`src/rtl/arb2_req_fifo.sv`:
```
// Two-client request queue feeding a 2-way round-robin arbiter; pops one head word per grant.
// Latency: push to req 1 cycle; grant to registered out_valid/out_data 1 cycle (one-cycle pulse).
// Backpressure: full1_o/full2_o flag a full FIFO; pushes while full are dropped and set sticky ovf_o.
//
// Ports:
//   clk_i, rst_i            clock, synchronous active-high reset
//   push{1,2}_i, din{1,2}_i per-client write strobe and data
//   full{1,2}_o, cnt{1,2}_o per-client full flag and occupancy (0..DEPTH)
//   req{1,2}_o, gnt{1,2}_i  request to / grant from the arbiter
//   out_valid_o, out_src_o, out_data_o  popped word (src 0 = client 1, 1 = client 2)
//   ovf_o, perr_o           sticky overflow and protocol-error flags
module arb2_req_fifo #(
    parameter  int DW    = 8,
    parameter  int DEPTH = 4,
    localparam int AW    = $clog2(DEPTH),
    localparam int CW    = AW + 1
) (
    input  logic          clk_i,
    input  logic          rst_i,
    input  logic          push1_i,
    input  logic [DW-1:0] din1_i,
    output logic          full1_o,
    input  logic          push2_i,
    input  logic [DW-1:0] din2_i,
    output logic          full2_o,
    output logic          req1_o,
    output logic          req2_o,
    input  logic          gnt1_i,
    input  logic          gnt2_i,
    output logic          out_valid_o,
    output logic          out_src_o,
    output logic [DW-1:0] out_data_o,
    output logic [CW-1:0] cnt1_o,
    output logic [CW-1:0] cnt2_o,
    output logic          ovf_o,
    output logic          perr_o
);

    logic [DW-1:0] mem1_q [DEPTH];
    logic [DW-1:0] mem2_q [DEPTH];

    logic [AW-1:0] rptr1_q, rptr1_d, wptr1_q, wptr1_d;
    logic [AW-1:0] rptr2_q, rptr2_d, wptr2_q, wptr2_d;
    logic [CW-1:0] cnt1_q, cnt1_d, cnt2_q, cnt2_d;
    logic          out_valid_q, out_valid_d;
    logic          out_src_q, out_src_d;
    logic [DW-1:0] out_data_q, out_data_d;
    logic          ovf_q, ovf_d;
    logic          perr_q, perr_d;

    logic req1, req2, full1, full2;
    logic pop1, pop2, wr1, wr2;

    always_comb begin
        // Flags come from the registered counts only, so no input reaches an output.
        req1  = (cnt1_q != '0);
        req2  = (cnt2_q != '0);
        full1 = (cnt1_q == CW'(DEPTH));
        full2 = (cnt2_q == CW'(DEPTH));

        // Client 1 has priority when both grants arrive together; client 2 is
        // never popped while gnt1 is asserted.
        pop1 = gnt1_i & req1;
        pop2 = gnt2_i & ~gnt1_i & req2;

        // Full is judged on the pre-edge count, so a same-edge pop does not
        // make room for a push into a full FIFO.
        wr1 = push1_i & ~full1;
        wr2 = push2_i & ~full2;

        rptr1_d = rptr1_q + AW'(pop1);
        rptr2_d = rptr2_q + AW'(pop2);
        wptr1_d = wptr1_q + AW'(wr1);
        wptr2_d = wptr2_q + AW'(wr2);
        cnt1_d  = cnt1_q + CW'(wr1) - CW'(pop1);
        cnt2_d  = cnt2_q + CW'(wr2) - CW'(pop2);

        ovf_d  = ovf_q | (push1_i & full1) | (push2_i & full2);
        perr_d = perr_q | (gnt1_i & ~req1) | (gnt2_i & ~req2) | (gnt1_i & gnt2_i);

        out_valid_d = pop1 | pop2;
        out_src_d   = out_src_q;
        out_data_d  = out_data_q;
        if (pop1) begin
            out_src_d  = 1'b0;
            out_data_d = mem1_q[rptr1_q];
        end else if (pop2) begin
            out_src_d  = 1'b1;
            out_data_d = mem2_q[rptr2_q];
        end
    end

    always_ff @(posedge clk_i) begin
        if (rst_i) begin
            rptr1_q     <= '0;
            wptr1_q     <= '0;
            rptr2_q     <= '0;
            wptr2_q     <= '0;
            cnt1_q      <= '0;
            cnt2_q      <= '0;
            out_valid_q <= 1'b0;
            out_src_q   <= 1'b0;
            out_data_q  <= '0;
            ovf_q       <= 1'b0;
            perr_q      <= 1'b0;
        end else begin
            rptr1_q     <= rptr1_d;
            wptr1_q     <= wptr1_d;
            rptr2_q     <= rptr2_d;
            wptr2_q     <= wptr2_d;
            cnt1_q      <= cnt1_d;
            cnt2_q      <= cnt2_d;
            out_valid_q <= out_valid_d;
            out_src_q   <= out_src_d;
            out_data_q  <= out_data_d;
            ovf_q       <= ovf_d;
            perr_q      <= perr_d;
        end
    end

    // Storage is not reset: a write during reset lands in a slot that the
    // cleared pointers/counts treat as empty, so it is never observed.
    always_ff @(posedge clk_i) begin
        if (wr1) mem1_q[wptr1_q] <= din1_i;
        if (wr2) mem2_q[wptr2_q] <= din2_i;
    end

    assign req1_o      = req1;
    assign req2_o      = req2;
    assign full1_o     = full1;
    assign full2_o     = full2;
    assign cnt1_o      = cnt1_q;
    assign cnt2_o      = cnt2_q;
    assign out_valid_o = out_valid_q;
    assign out_src_o   = out_src_q;
    assign out_data_o  = out_data_q;
    assign ovf_o       = ovf_q;
    assign perr_o      = perr_q;

endmodule

```
`config.mk`:
```
export PLATFORM = sky130hd
export DESIGN_NAME = arb2_req_fifo
export DESIGN_NICKNAME = d
export VERILOG_FILES = /design/src/rtl/arb2_req_fifo.sv
export SDC_FILE = /design/constraint.sdc
export NUM_CORES = 1
export LEC_CHECK = 0
export ABC_AREA = 1
export BUFFER_PORTS_ARGS = -buffer_cell sky130_fd_sc_hd__buf_2
export CAP_MARGIN = 20
export CORE_MARGIN = 3
export CORE_UTILIZATION = 60
export CTS_CLUSTER_SIZE = 14
export DETAILED_ROUTE_END_ITERATION = 7
export PLACE_DENSITY = 0.82
export SYNTH_ARGS = -nofsm -noshare
export SYNTH_HDL_FRONTEND = slang
export SYNTH_SLANG_ARGS = --single-unit
```
`constraint.sdc`:
```
create_clock -name clk_i -period 2.9 [get_ports clk_i]
set_clock_uncertainty 0.15 [all_clocks]
set_input_delay 0.145 -clock clk_i [delete_from_list [all_inputs] [get_ports clk_i]]
set_output_delay 0.145 -clock clk_i [all_outputs]
set_load 0.02 [all_outputs]
```
# == Word-level counts from Yosys, hierarchy flattened ==
# Memories as Yosys holds them, arrays and structs flattened. A register that Yosys moved wholly into a read port is not among the register bits.
# Cells that the tools add are included.
# classes
n_addsub,8
mul,0
div,0
order_cmp,0
eq_ne,2
shift,0
n_mux,8
bitwise,21
reduce_logical,4
# ops
operator,n
two-way mux 8 bit,2
AND 1 bit,10
adder 2 x 1 -> 2 bit,4
adder 3 x 1 -> 3 bit,2
== test 3 bit (second input constant),2
bitwise OR 1 bit,6
nonzero test 3 bit,2
subtractor 3 x 1 -> 3 bit,2
NOT 1 bit,5
two-way mux 1 bit,4
two-way mux 2 bit,2
nonzero test 2 bit,1
OR reduction 2 bit,1
# word_totals
register_bits,26
latchBits,0
ram_bits,64
mem_bits_ro,0
input_bits,22
elab_cells,56
memories,2
# mem_list
memory,depth,width,read_ports,rd_clocked_by_memory_dff,write_ports,line_no,text
mem1_q,4,8,1,1,1,39,logic [DW-1:0] mem1_q [DEPTH];
mem2_q,4,8,1,1,1,40,logic [DW-1:0] mem2_q [DEPTH];

# == Longest topological paths before layout ==
# Gate-level depths: netlist of the first run.
# logic_depth
depth_word,6
depth_mapped,11
mapped_depth_nobuf,10

# == Worst setup path before layout of the first run ==
# OpenSTA, ideal clock, no wires.
# synth_path
path_type,flip-flop to flip-flop
from,"register cnt1_q[2], in the netlist cnt1_o[2]"
to,"register cnt1_q[2], in the netlist cnt1_o[2]"
t_arrival_ns,1.866
slack_ns,0.757
path_stages_with_launch,11
path_cell_list,dfxtp_1 > inv_1 > nand2_2 > nand2_4 > buf_6 > nand2_1 > nand2_1 > ha_1 > fa_1 > xor2_1 > nor2_1
# synth_between
elab_cells_between_ends,7
cone_classes,add/sub (2); eq/ne (1); bitwise (3); reduce/logical (1)
# synth_lines
item,line_no,text
start: declaration,44,"logic [CW-1:0] cnt1_q, cnt1_d, cnt2_q, cnt2_d;"
start signal: assignment,111,cnt1_q <= cnt1_d;
nonzero test 3 bit,56,req1 = (cnt1_q != '0);
via req1_o,26,"output logic req1_o,"
AND 1 bit,63,pop1 = gnt1_i & req1;
subtractor 3 x 1 -> 3 bit,75,cnt1_d = cnt1_q + CW'(wr1) - CW'(pop1);
# The timed path passes the listed nets, and every way through them passes these cells.
# A chain may end at the register's enable or synchronous reset.

# == Worst setup path after layout of the first run ==
# layout_path
from,"register cnt2_q[1], in the netlist cnt2_o[1]"
to,"register cnt2_q[2], in the netlist cnt2_o[2]"
# layout_between
elab_chain_cells,5
elab_cells_between_ends,7
cone_classes,add/sub (2); eq/ne (1); bitwise (3); reduce/logical (1)
# layout_rtl
item,line_no,text
start: declaration,44,
start signal: assignment,112,cnt2_q <= cnt2_d;
== test 3 bit,59,full2 = (cnt2_q == CW'(DEPTH));
NOT 1 bit,69,wr2 = push2_i & ~full2;
AND 1 bit,69,
adder 3 x 1 -> 3 bit,76,cnt2_d = cnt2_q + CW'(wr2) - CW'(pop2);
subtractor 3 x 1 -> 3 bit (*),76,
# Mark *: on every way between the ends. The rest lies on a longest branch, timed or not.

==> results.py, run 1 <==
metrics = {
    "sta": {
        "fin_tns_setup_ns": 0,
        "post-route-period-util_pct": 71.2,
        "slew_viol_final": 0,
        "setup_viol": 0,
        "maxSlewHeadroom_pct": 56.5,
        "worst_pin_slew_ns": 0.652,
        "period_needed_ns": 2.07,
        "setup_ws_ns": 0.834,
        "rsz0062_at_grt": "false",
        "max_freq_mhz": 484,
        "finalHoldViolCount": 0,
    },
    "detailed_routing": {
        "drc": 0,
        "viasPerCell": 5.24,
        "wl_per_cell_um": 14.1,
        "first_iter_violations": 310,
        "routed_wl_um": 7340,
        "firstDrtPassIters": 5,
        "dr_total_vias": 2720,
        "ant_nets": 0,
    },
    "logic_synthesis": {
        "synth_top_family_by_area": "simple AND/OR/NAND/NOR gates",
        "synth_compound_area_share_pct": 1.88,
        "ys.flop_type": "edfxtp_1",
        "synth_top_area_share_pct": 50.8,
        "ys_ff_latch": 90,
        "synth_cells": 368,
        "synth_most_common_cell": "nand2_1",
        "synth-simple-area-share_pct": 22.8,
        "synth.cell_area_mm2": 0.00378,
        "synth_top_cell_by_area": "edfxtp_1",
        "synth_adder_area_share_pct": 2.38,
        "synth_edf_count": 64,
        "syn_nets": 396,
        "syn-mean-instance-area_um2": 10.3,
        "muxShareOfSynthArea_pct": 0,
        "async_reset_ff_share_pct": 0,
        "ys_top_cells_by_area": "edfxtp_1 (51%), dfxtp_1 (14%), nand2_1 (10%)",
        "synth_warnings": 0,
        "ys_types": 28,
        "synth_seq_area_share_pct": 64.6,
        "synthTopCellsByCount": "nand2_1 (101), edfxtp_1 (64), nand3_1 (54)",
        "synth_xor_area_share_pct": 1.39,
    },
    "clock_tree": {
        "clkTransAtPathRegs_ns": 0.08,
        "cts_tree": "done",
        "cts_htree_levels": 3,
        "cts_made_buffers": 9,
        "cts-root-buf": "clkbuf_8",
        "clkLatencyLatePin_ns": 0.34,
        "cts_sinks": 90,
        "clockBufferDepth": 2,
    },
    "placed_design": {
        "dp_hpwl_um": 4890,
        "place_ws_ns": 0.840,
        "placed_cell_area_mm2": 0.00409,
        "dp_cells": 483,
        "portBuffers": 43,
        "gp_congestion": 0.783,
    },
    "floorplan": {
        "die_area_mm2": 0.00729,
        "initial_core_util_pct": 62.8,
        "core_mm2": 0.00603,
        "die_h_um": 85.4,
        "ios": 44,
        "die_w_um": 85.4,
        "rows": 28,
    },
    "setup_path": {
        "cp_max_fo": 14,
        "crit_top_cell": "inv_1",
        "start_kind": "flip-flop",
        "crit_family": "adder cells",
        "crit_path_end_kind": "flip-flop",
        "critical_path_buf_inv_count": 3,
        "path_cells": "inv_1, nand3b_4, nand2_2, xor2_1, ha_1, inv_1, fa_1, inv_1, o21ai_0, a21oi_1",
        "worst-endpoint-required_ns": 3.03,
        "cp.arrival_ns": 2.20,
        "critPathMaxStageDelay_ns": 0.36,
        "crit_type": "flip-flop to flip-flop",
        "critical_path.slowest_cell": "dfxtp_1",
    },
    "power_and_ir_drop": {
        "netSwitchingFraction_pct": 36.1,
        "p_seq_share_pct": 47.7,
        "pwr-share-clk_pct": 19.3,
        "peakVddDrop_mv": 0.660,
        "power_density_mw_per_mm2": 828,
        "power.leakage_nw": 1.97,
        "comb_power_share_pct": 33.0,
        "switching_power_mw": 1.33,
        "p_int_mw": 2.36,
    },
    "global_route": {
        "gr-total-overflow": 0,
        "grt_antenna_before_repair": 0,
        "grt_max_degree": 20,
        "grt_usage_pct": 22.0,
        "first_global_vias": 2638,
        "grt_pass1_wl_um": 12300,
    },
    "status": {
        "status": "completed",
    },
    "cells_and_area": {
        "drive_gt1_share_pct": 17.6,
        "stdcell_count": 519,
        "fin_area_mm2": 0.00445,
        "antenna_cells": 0,
        "fin_nets": 467,
        "area_delta_synth_final_pct": 17.6,
    },
    "run": {
        "maxCapViolations": 0,
    },
    "min_path": {
        "hold_path.class": "input port to flip-flop",
    },
}
power groups by stage:
stage          clock network, mW  registers, mW  logic, mW
2_1_floorplan                  0           1.85      0.786
3_3_place_gp                   0           1.78       1.15
3_5_place_dp                   0           1.79       1.19
4_1_cts                    0.732           1.76       1.22
5_1_grt                    0.783           1.78       1.38
6_report                   0.712           1.76       1.22
logic make-up after synthesis:
| group | count (synthesis) |
|---|---|
| AND/OR/NAND/NOR | 192 |
| buffers and inverters | 61 |
| flip-flops | 90 |
| AO/OA/AOI/OAI | 13 |
| XOR/XNOR | 6 |
| adder cells (fa/ha/maj) | 6 |
placed cells by master (no fill, tap or decap):
master	count
a21oi_2	1
fa_1	2
nand2_2	2
clkinv_2	3
ha_1	4
nand2_4	1
xor2_1	3
nand3_1	54
clkinv_1	3
buf_4	10
nor2_4	1
nor2_2	1
nand3b_4	1
inv_2	3
buf_2	43
clkbuf_8	9
clkbuf_1	1
a21oi_1	6
xnor2_1	3
inv_4	1
nand3b_1	7
nor3_1	8
dfxtp_1	26
inv_1	42
dlygate4sd3_1	20
nand2_1	101
clkinvlp_4	2
edfxtp_1	64
nor2_1	16
o21bai_1	1
o21ai_0	5
through the flow:
step                      utilization (%)  power [mW]  hold WS [ns]
after floorplan                         -        2.63        0.0641
after global placement               67.8        2.93         0.207
after detailed placement             67.8        2.98         0.215
after CTS                            73.8        3.71        0.0698
after global routing                 73.8        3.95         0.100
final                                73.8        3.68        0.0860
worst min-delay path, delay by kind of cell:
| family | cells | cell delay, ns |
|---|---|---|
| and+or+nand+nor | 2 | 0.14 |
| AOI/OAI and AO/OA | 1 | 0.06 |
| buffers and inverters | 2 | 0.20 |
worst paths after layout:
| kind | from | end | slack [ns] | cells after the start |
|---|---|---|---|---|
| max | cnt2_o[1] | cnt2_o[2] | 0.83 | 10 |
| min | gnt1_i | perr_o | 0.09 | 5 |
| max reg2reg | cnt2_o[1] | cnt2_o[2] | 0.83 | 10 |
| min reg2reg | ovf_o | ovf_o | 0.35 | 2 |
routing by layer:
| metal | vias to the layer above | track usage [%] | share of wire (%) |
|---|---|---|---|
| li1 | 1345 | - | - |
| met1 | 1257 | 29.6 | 42 |
| met2 | 101 | 34.3 | 50 |
| met3 | 17 | 3.50 | 6.4 |
| met4 | 0 | 12.4 | 2.4 |
| met5 | - | 0 | 0 |
state kept, by name (all words and copies together), names as in the netlist:
name and count:
mem1_q 32, cnt1_o 3, wptr1_q 2, mem2_q 32, ovf_o 1, perr_o 1
wptr2_q 2, out_valid_o 1, rptr2_q 2, rptr1_q 2, out_src_o 1, cnt2_o 3
out_data_o 8
area by class of cell:
cell class	count	area (um2)
Clock inverter	6	33.8
Timing Repair Buffer	73	490
Fill cell	426	1580
Clock buffer	10	128
Inverter	48	183
Multi-Input combinational cell	217	1080
Sequential cell	90	2440
Tap cell	75	93.8
timing repair:
item                                   4_1_cts  5_1_grt
endpoints found under the hold margin       75        0
gates resized for setup                      0        0
hold buffers                                20        0
setup buffers                                0        0
Power figures use the tool's default switching activity.
==> run 2: changes to the inputs <==
--- a/config.mk
+++ b/config.mk
@@ -9,10 +9,10 @@
 export BUFFER_PORTS_ARGS = -buffer_cell sky130_fd_sc_hd__buf_2
 export CAP_MARGIN = 20
 export CORE_MARGIN = 3
-export CORE_UTILIZATION = 60
+export CORE_UTILIZATION = 52
 export CTS_CLUSTER_SIZE = 14
 export DETAILED_ROUTE_END_ITERATION = 7
-export PLACE_DENSITY = 0.82
+export PLACE_DENSITY = 0.75
 export SYNTH_ARGS = -nofsm -noshare
 export SYNTH_HDL_FRONTEND = slang
 export SYNTH_SLANG_ARGS = --single-unit
==> constraint.sdc (replaced) <==
create_clock -name clk_i -period 1.8 [get_ports clk_i]
set_clock_uncertainty 0.15 [all_clocks]
set_input_delay 0.09 -clock clk_i [delete_from_list [all_inputs] [get_ports clk_i]]
set_output_delay 0.09 -clock clk_i [all_outputs]
set_load 0.02 [all_outputs]
==> results.py, run 2 (synthesis results as in run 1) <==
metrics = {
    "status": {
        "status": "complete, but fails checks",
        "violations": "negative setup slack",
    },
    "sta": {
        "finalHoldViolCount": 0,
        "period_needed_ns": 1.83,
        "maxSlewHeadroom_pct": 73.2,
        "slew_viol_final": 0,
        "rsz0062_at_grt": "true",
        "post-route-period-util_pct": 101,
        "max_freq_mhz": 548,
        "setup_ws_ns": -0.0251,
        "setup_viol": 2,
        "worst_pin_slew_ns": 0.401,
    },
    "global_route": {
        "grt_busiest_layer": "met2",
        "met1_usage_pct": 24.2,
        "grt_pass1_wl_um": 13000,
        "gr-total-overflow": 0,
        "grt_max_degree": 19,
        "grtUsageMet3_pct": 3.73,
        "grt_antenna_before_repair": 0,
        "grt_util_met2_pct": 34.0,
        "first_global_vias": 2813,
        "grt_usage_pct": 20.0,
    },
    "cells_and_area": {
        "fin_nets": 492,
        "nFillCells": 537,
        "multi_input_comb_area_mm2": 0.00115,
        "fin_area_mm2": 0.00484,
        "drive_gt1_share_pct": 28.1,
        "seq_area_mm2": 0.00246,
        "final_cell_mix": "nand2_1 (95), edfxtp_1 (64), nand3_1 (53)",
        "area_delta_synth_final_pct": 28.0,
        "final_core_util_pct": 70.1,
        "layout_commonest_cell": "nand2_1",
        "antenna_cells": 0,
    },
    "clock_tree": {
        "cts_htree_levels": 3,
        "clockBufferDepth": 2,
        "cts_tree": "done",
        "clkTransAtPathRegs_ns": 0.09,
        "clkLatencyLatePin_ns": 0.34,
        "cts_sinks": 90,
        "cts_made_buffers": 9,
        "cts-root-buf": "clkbuf_8",
    },
    "setup_path": {
        "crit_type": "flip-flop to flip-flop",
        "crit_family": "adder cells",
        "critPathMaxStageDelay_ns": 0.56,
        "path_cells": "nand3b_4, nand2_4, xor2_1, ha_2, inv_2, fa_2, nor2_2",
        "worst-endpoint-required_ns": 1.90,
        "cp.arrival_ns": 1.92,
        "start_kind": "flip-flop",
        "crit_path_end_kind": "flip-flop",
        "critical_path_buf_inv_count": 1,
        "cp_max_fo": 3,
        "critical_path.slowest_cell": "fa_2",
    },
    "floorplan": {
        "die_area_mm2": 0.00834,
        "die_w_um": 91.3,
        "ios": 44,
        "initial_core_util_pct": 54.8,
        "rows": 30,
        "core_mm2": 0.00691,
        "die_h_um": 91.3,
    },
    "placed_design": {
        "gp_congestion": 0.751,
        "placed_cell_area_mm2": 0.00428,
        "dp_hpwl_um": 5190,
        "portBuffers": 43,
    },
    "power_and_ir_drop": {
        "power_density_mw_per_mm2": 1400,
        "power.leakage_nw": 2.15,
        "peakVddDrop_mv": 0.704,
    },
    "detailed_routing": {
        "first_iter_violations": 170,
        "ant_nets": 0,
        "firstDrtPassIters": 4,
        "dr_total_vias": 2840,
        "drc": 0,
        "wl_per_cell_um": 14.2,
        "routed_wl_um": 8040,
        "viasPerCell": 5.03,
    },
    "run": {
        "maxCapViolations": 0,
    },
    "min_path": {
        "hold_path.class": "input port to flip-flop",
    },
}
[run 2: tightest hold or removal path: cells and delay by family]
family,cells,cell delay [ns]
AOI/OAI and AO/OA,1,0.09
buffers and inverters,2,0.35
and+or+nand+nor,1,0.07
[run 2: per-stage QoR]
| stage | setup WS, ns | hold WS [ns] | TNS, ns | power [mW] | instances |
|---|---|---|---|---|---|
| after floorplan | -0.141 | 0.00907 | -1.09 | 4.31 | 368 |
| after global placement | -0.000997 | 0.151 | -0.000997 | 4.94 | 521 |
| after detailed placement | -0.0664 | 0.155 | -0.0943 | 5.03 | 521 |
| after CTS | -0.0122 | 0.136 | -0.0122 | 6.67 | 561 |
| after global routing | -0.0798 | 0.170 | -0.274 | 7.22 | 565 |
| final | -0.0251 | 0.164 | -0.0420 | 6.80 | 565 |
[run 2: report_power, final]
part           internal [mW]  switching [mW]
clock                  0.859           0.666
combinational          0.999            1.49
sequential              2.61           0.180
total                   4.47            2.33
[run 2: metal layers]
metal  up-vias  part of all wire (%)
met5         -                     0
met4         0                   2.6
met3        21                   5.1
met2        95                    51
met1      1324                    41
li1       1400                     -
[run 2: path summary, 6_finish.rpt]
kind | start | cells after the start | slack (ns) | end
max reg2reg | cnt2_o[2] | 7 | -0.03 | cnt2_o[1]
max | cnt2_o[2] | 7 | -0.03 | cnt2_o[1]
min | gnt1_i | 4 | 0.16 | rptr1_q[0]
min reg2reg | ovf_o | 2 | 0.32 | ovf_o
[run 2: cell type report]
| class | count | share of cell area [%] |
|---|---|---|
| sequential | 90 | 50.8 |
| multi-input combinational | 217 | 23.8 |
| timing repair buffer | 98 | 14.4 |
| inverter | 48 | 3.82 |
| clock buffer | 12 | 3.20 |
| tap | 96 | 2.48 |
| clock inverter | 4 | 1.52 |
[run 2: what timing repair did]
| item | CTS | global route |
|---|---|---|
| buffers inserted | 3 | 4 |
| resized for setup | 9 | 18 |
| endpoints found under the hold margin | 78 | 1 |
| setup endpoints to repair | 3 | 6 |
| pin swaps | 9 | 7 |
| hold buffers | 21 | 1 |
==> run 3: changes to the inputs <==
--- a/config.mk
+++ b/config.mk
@@ -5,7 +5,6 @@
 export SDC_FILE = /design/constraint.sdc
 export NUM_CORES = 1
 export LEC_CHECK = 0
-export ABC_AREA = 1
 export BUFFER_PORTS_ARGS = -buffer_cell sky130_fd_sc_hd__buf_2
 export CAP_MARGIN = 20
 export CORE_MARGIN = 3
==> results.py, run 3 <==
metrics = {
    "setup_path": {
        "crit_family": "simple AND/OR/NAND/NOR gates",
        "path_cells": "nor3b_4, or2b_1, inv_2, xnor2_2, ha_2, inv_2, fa_2, xor2_1, and2_1, nor3_1",
        "crit_path_end_kind": "flip-flop",
        "critPathMaxStageDelay_ns": 0.35,
        "worst-endpoint-required_ns": 1.92,
        "cp_max_fo": 3,
        "critical_path.slowest_cell": "dfxtp_4",
        "critical_path_buf_inv_count": 2,
        "crit_top_cell": "inv_2",
        "start_kind": "flip-flop",
        "crit_type": "flip-flop to flip-flop",
        "cp.arrival_ns": 2.27,
    },
    "power_and_ir_drop": {
        "peakVddDrop_mv": 0.573,
        "total_power_mw": 6.39,
        "power_density_mw_per_mm2": 1370,
        "power.leakage_nw": 1.73,
    },
    "logic_synthesis": {
        "syn_nets": 251,
        "synth_edf_count": 64,
        "synthTopCellsByCount": "edfxtp_1 (64), dfxtp_1 (26), nor2_1 (16)",
        "ys_ff_latch": 90,
        "synth_top_cell_by_area": "edfxtp_1",
        "async_reset_ff_share_pct": 0,
        "synth_warnings": 0,
        "ys.flop_type": "edfxtp_1",
        "ys_types": 41,
        "synth_cells": 223,
        "ys_top_cells_by_area": "edfxtp_1 (53%), dfxtp_1 (14%), mux4_2 (5.6%)",
        "syn-mean-instance-area_um2": 16.2,
        "synth_seq_area_share_pct": 67.4,
        "synth_top_area_share_pct": 53.1,
        "synth_most_common_cell": "edfxtp_1",
        "synth.cell_area_mm2": 0.00362,
    },
    "sta": {
        "rsz0062_at_grt": "true",
        "setup_viol": 12,
        "setup_ws_ns": -0.350,
        "slew_viol_final": 0,
        "post-route-period-util_pct": 119,
        "fin_tns_setup_ns": -0.902,
        "finalHoldViolCount": 0,
        "max_freq_mhz": 465,
        "maxSlewHeadroom_pct": 67.1,
        "holdWs_ns": 0.0237,
        "period_needed_ns": 2.15,
        "worst_pin_slew_ns": 0.493,
    },
    "detailed_routing": {
        "firstDrtPassIters": 4,
        "first_iter_violations": 168,
        "drc": 0,
        "wl_per_cell_um": 17.9,
        "ant_nets": 0,
        "routed_wl_um": 7200,
        "viasPerCell": 5.54,
        "dr_total_vias": 2229,
    },
    "floorplan": {
        "die_w_um": 89.5,
        "ios": 44,
        "die_area_mm2": 0.00800,
        "die_h_um": 89.5,
        "rows": 29,
        "initial_core_util_pct": 55.5,
        "core_mm2": 0.00653,
    },
    "clock_tree": {
        "clkLatencyLatePin_ns": 0.35,
        "cts_made_buffers": 9,
        "clkTransAtPathRegs_ns": 0.09,
        "cts-root-buf": "clkbuf_8",
        "cts_sinks": 90,
        "cts_tree": "done",
        "clockBufferDepth": 2,
        "cts_htree_levels": 3,
    },
    "cells_and_area": {
        "drive_gt1_share_pct": 40.9,
        "fin_nets": 348,
        "seq_area_mm2": 0.00246,
        "multi_input_comb_area_mm2": 0.00116,
        "antenna_cells": 0,
        "area_delta_synth_final_pct": 28.9,
        "final_cell_mix": "edfxtp_1 (64), buf_2 (42), buf_4 (30)",
        "nFillCells": 421,
        "layout_commonest_cell": "edfxtp_1",
        "final_core_util_pct": 71.5,
    },
    "status": {
        "status": "complete, but fails checks",
        "violations": "negative setup slack",
    },
    "placed_design": {
        "place_ws_ns": -0.368,
        "gp_congestion": 0.801,
        "dp_hpwl_um": 4720,
        "portBuffers": 43,
    },
    "global_route": {
        "gr-total-overflow": 0,
        "grt_max_degree": 27,
        "grt_antenna_before_repair": 0,
        "first_global_vias": 2279,
        "grt_usage_pct": 19.9,
        "grt_pass1_wl_um": 11300,
    },
    "run": {
        "maxCapViolations": 0,
    },
    "min_path": {
        "hold_path.class": "input port to flip-flop",
    },
}
[run 3: logic make-up after synthesis]
| group | share of synthesized area [%] |
|---|---|
| AND/OR/NAND/NOR | 8.26 |
| buffers and inverters | 3.14 |
| XOR/XNOR | 2.18 |
| AO/OA/AOI/OAI | 5.84 |
| multiplexers | 10.7 |
| adder cells (fa/ha/maj) | 2.49 |
| flip-flops | 67.4 |
[run 3: repair_timing]
item | CTS | global route
pin swaps | 5 | 1
gates resized for setup | 14 | 10
endpoints found under the setup margin | 4 | 38
endpoints found under the hold margin | 66 | 0
hold buffers | 19 | 0
setup buffers | 6 | 1
[run 3: per-layer routing]
metal  vias to the layer above  global-route usage [%]  routed length (um)
met2                        58                    33.1                3710
met5                         -                       0                   0
met4                         0                    6.63                  70
met1                      1107                    25.8                3170
met3                         7                    4.70                 254
li1                       1057                       -                   -
[run 3: report_power, final]
group / internal [mW] / total [mW] / switching (mW) / leakage, nW
registers: 2.60 / 2.81 / 0.218 / 0.804
clock network: 0.504 / 1.22 / 0.714 / 0.0827
logic: 1.15 / 2.36 / 1.21 / 0.844
[run 3: path summary, 6_finish.rpt]
path | from | end | depth (start not counted) | slack (ns)
setup / recovery | cnt2_o[2] | cnt2_o[2] | 10 | -0.35
hold / removal | rst_i | cnt1_o[2] | 2 | 0.02
setup reg to reg | cnt2_o[2] | cnt2_o[2] | 10 | -0.35
hold reg to reg | perr_o | perr_o | 2 | 0.30
[run 3: metrics by stage]
stage,area (um2),cells
after floorplan,3680,223
after global placement,4190,362
after detailed placement,4190,362
after CTS,4650,403
after global routing,4670,402
final,4670,402
[run 3: final cells by class]
cell class	instances	share of cell area, %
clock buffers	10	2.73
clock inverters	6	0.911
inverters	7	0.616
multi-input cells	112	24.9
flip-flops and latches	90	52.7
well taps	77	2.06
repair buffers	100	16.1
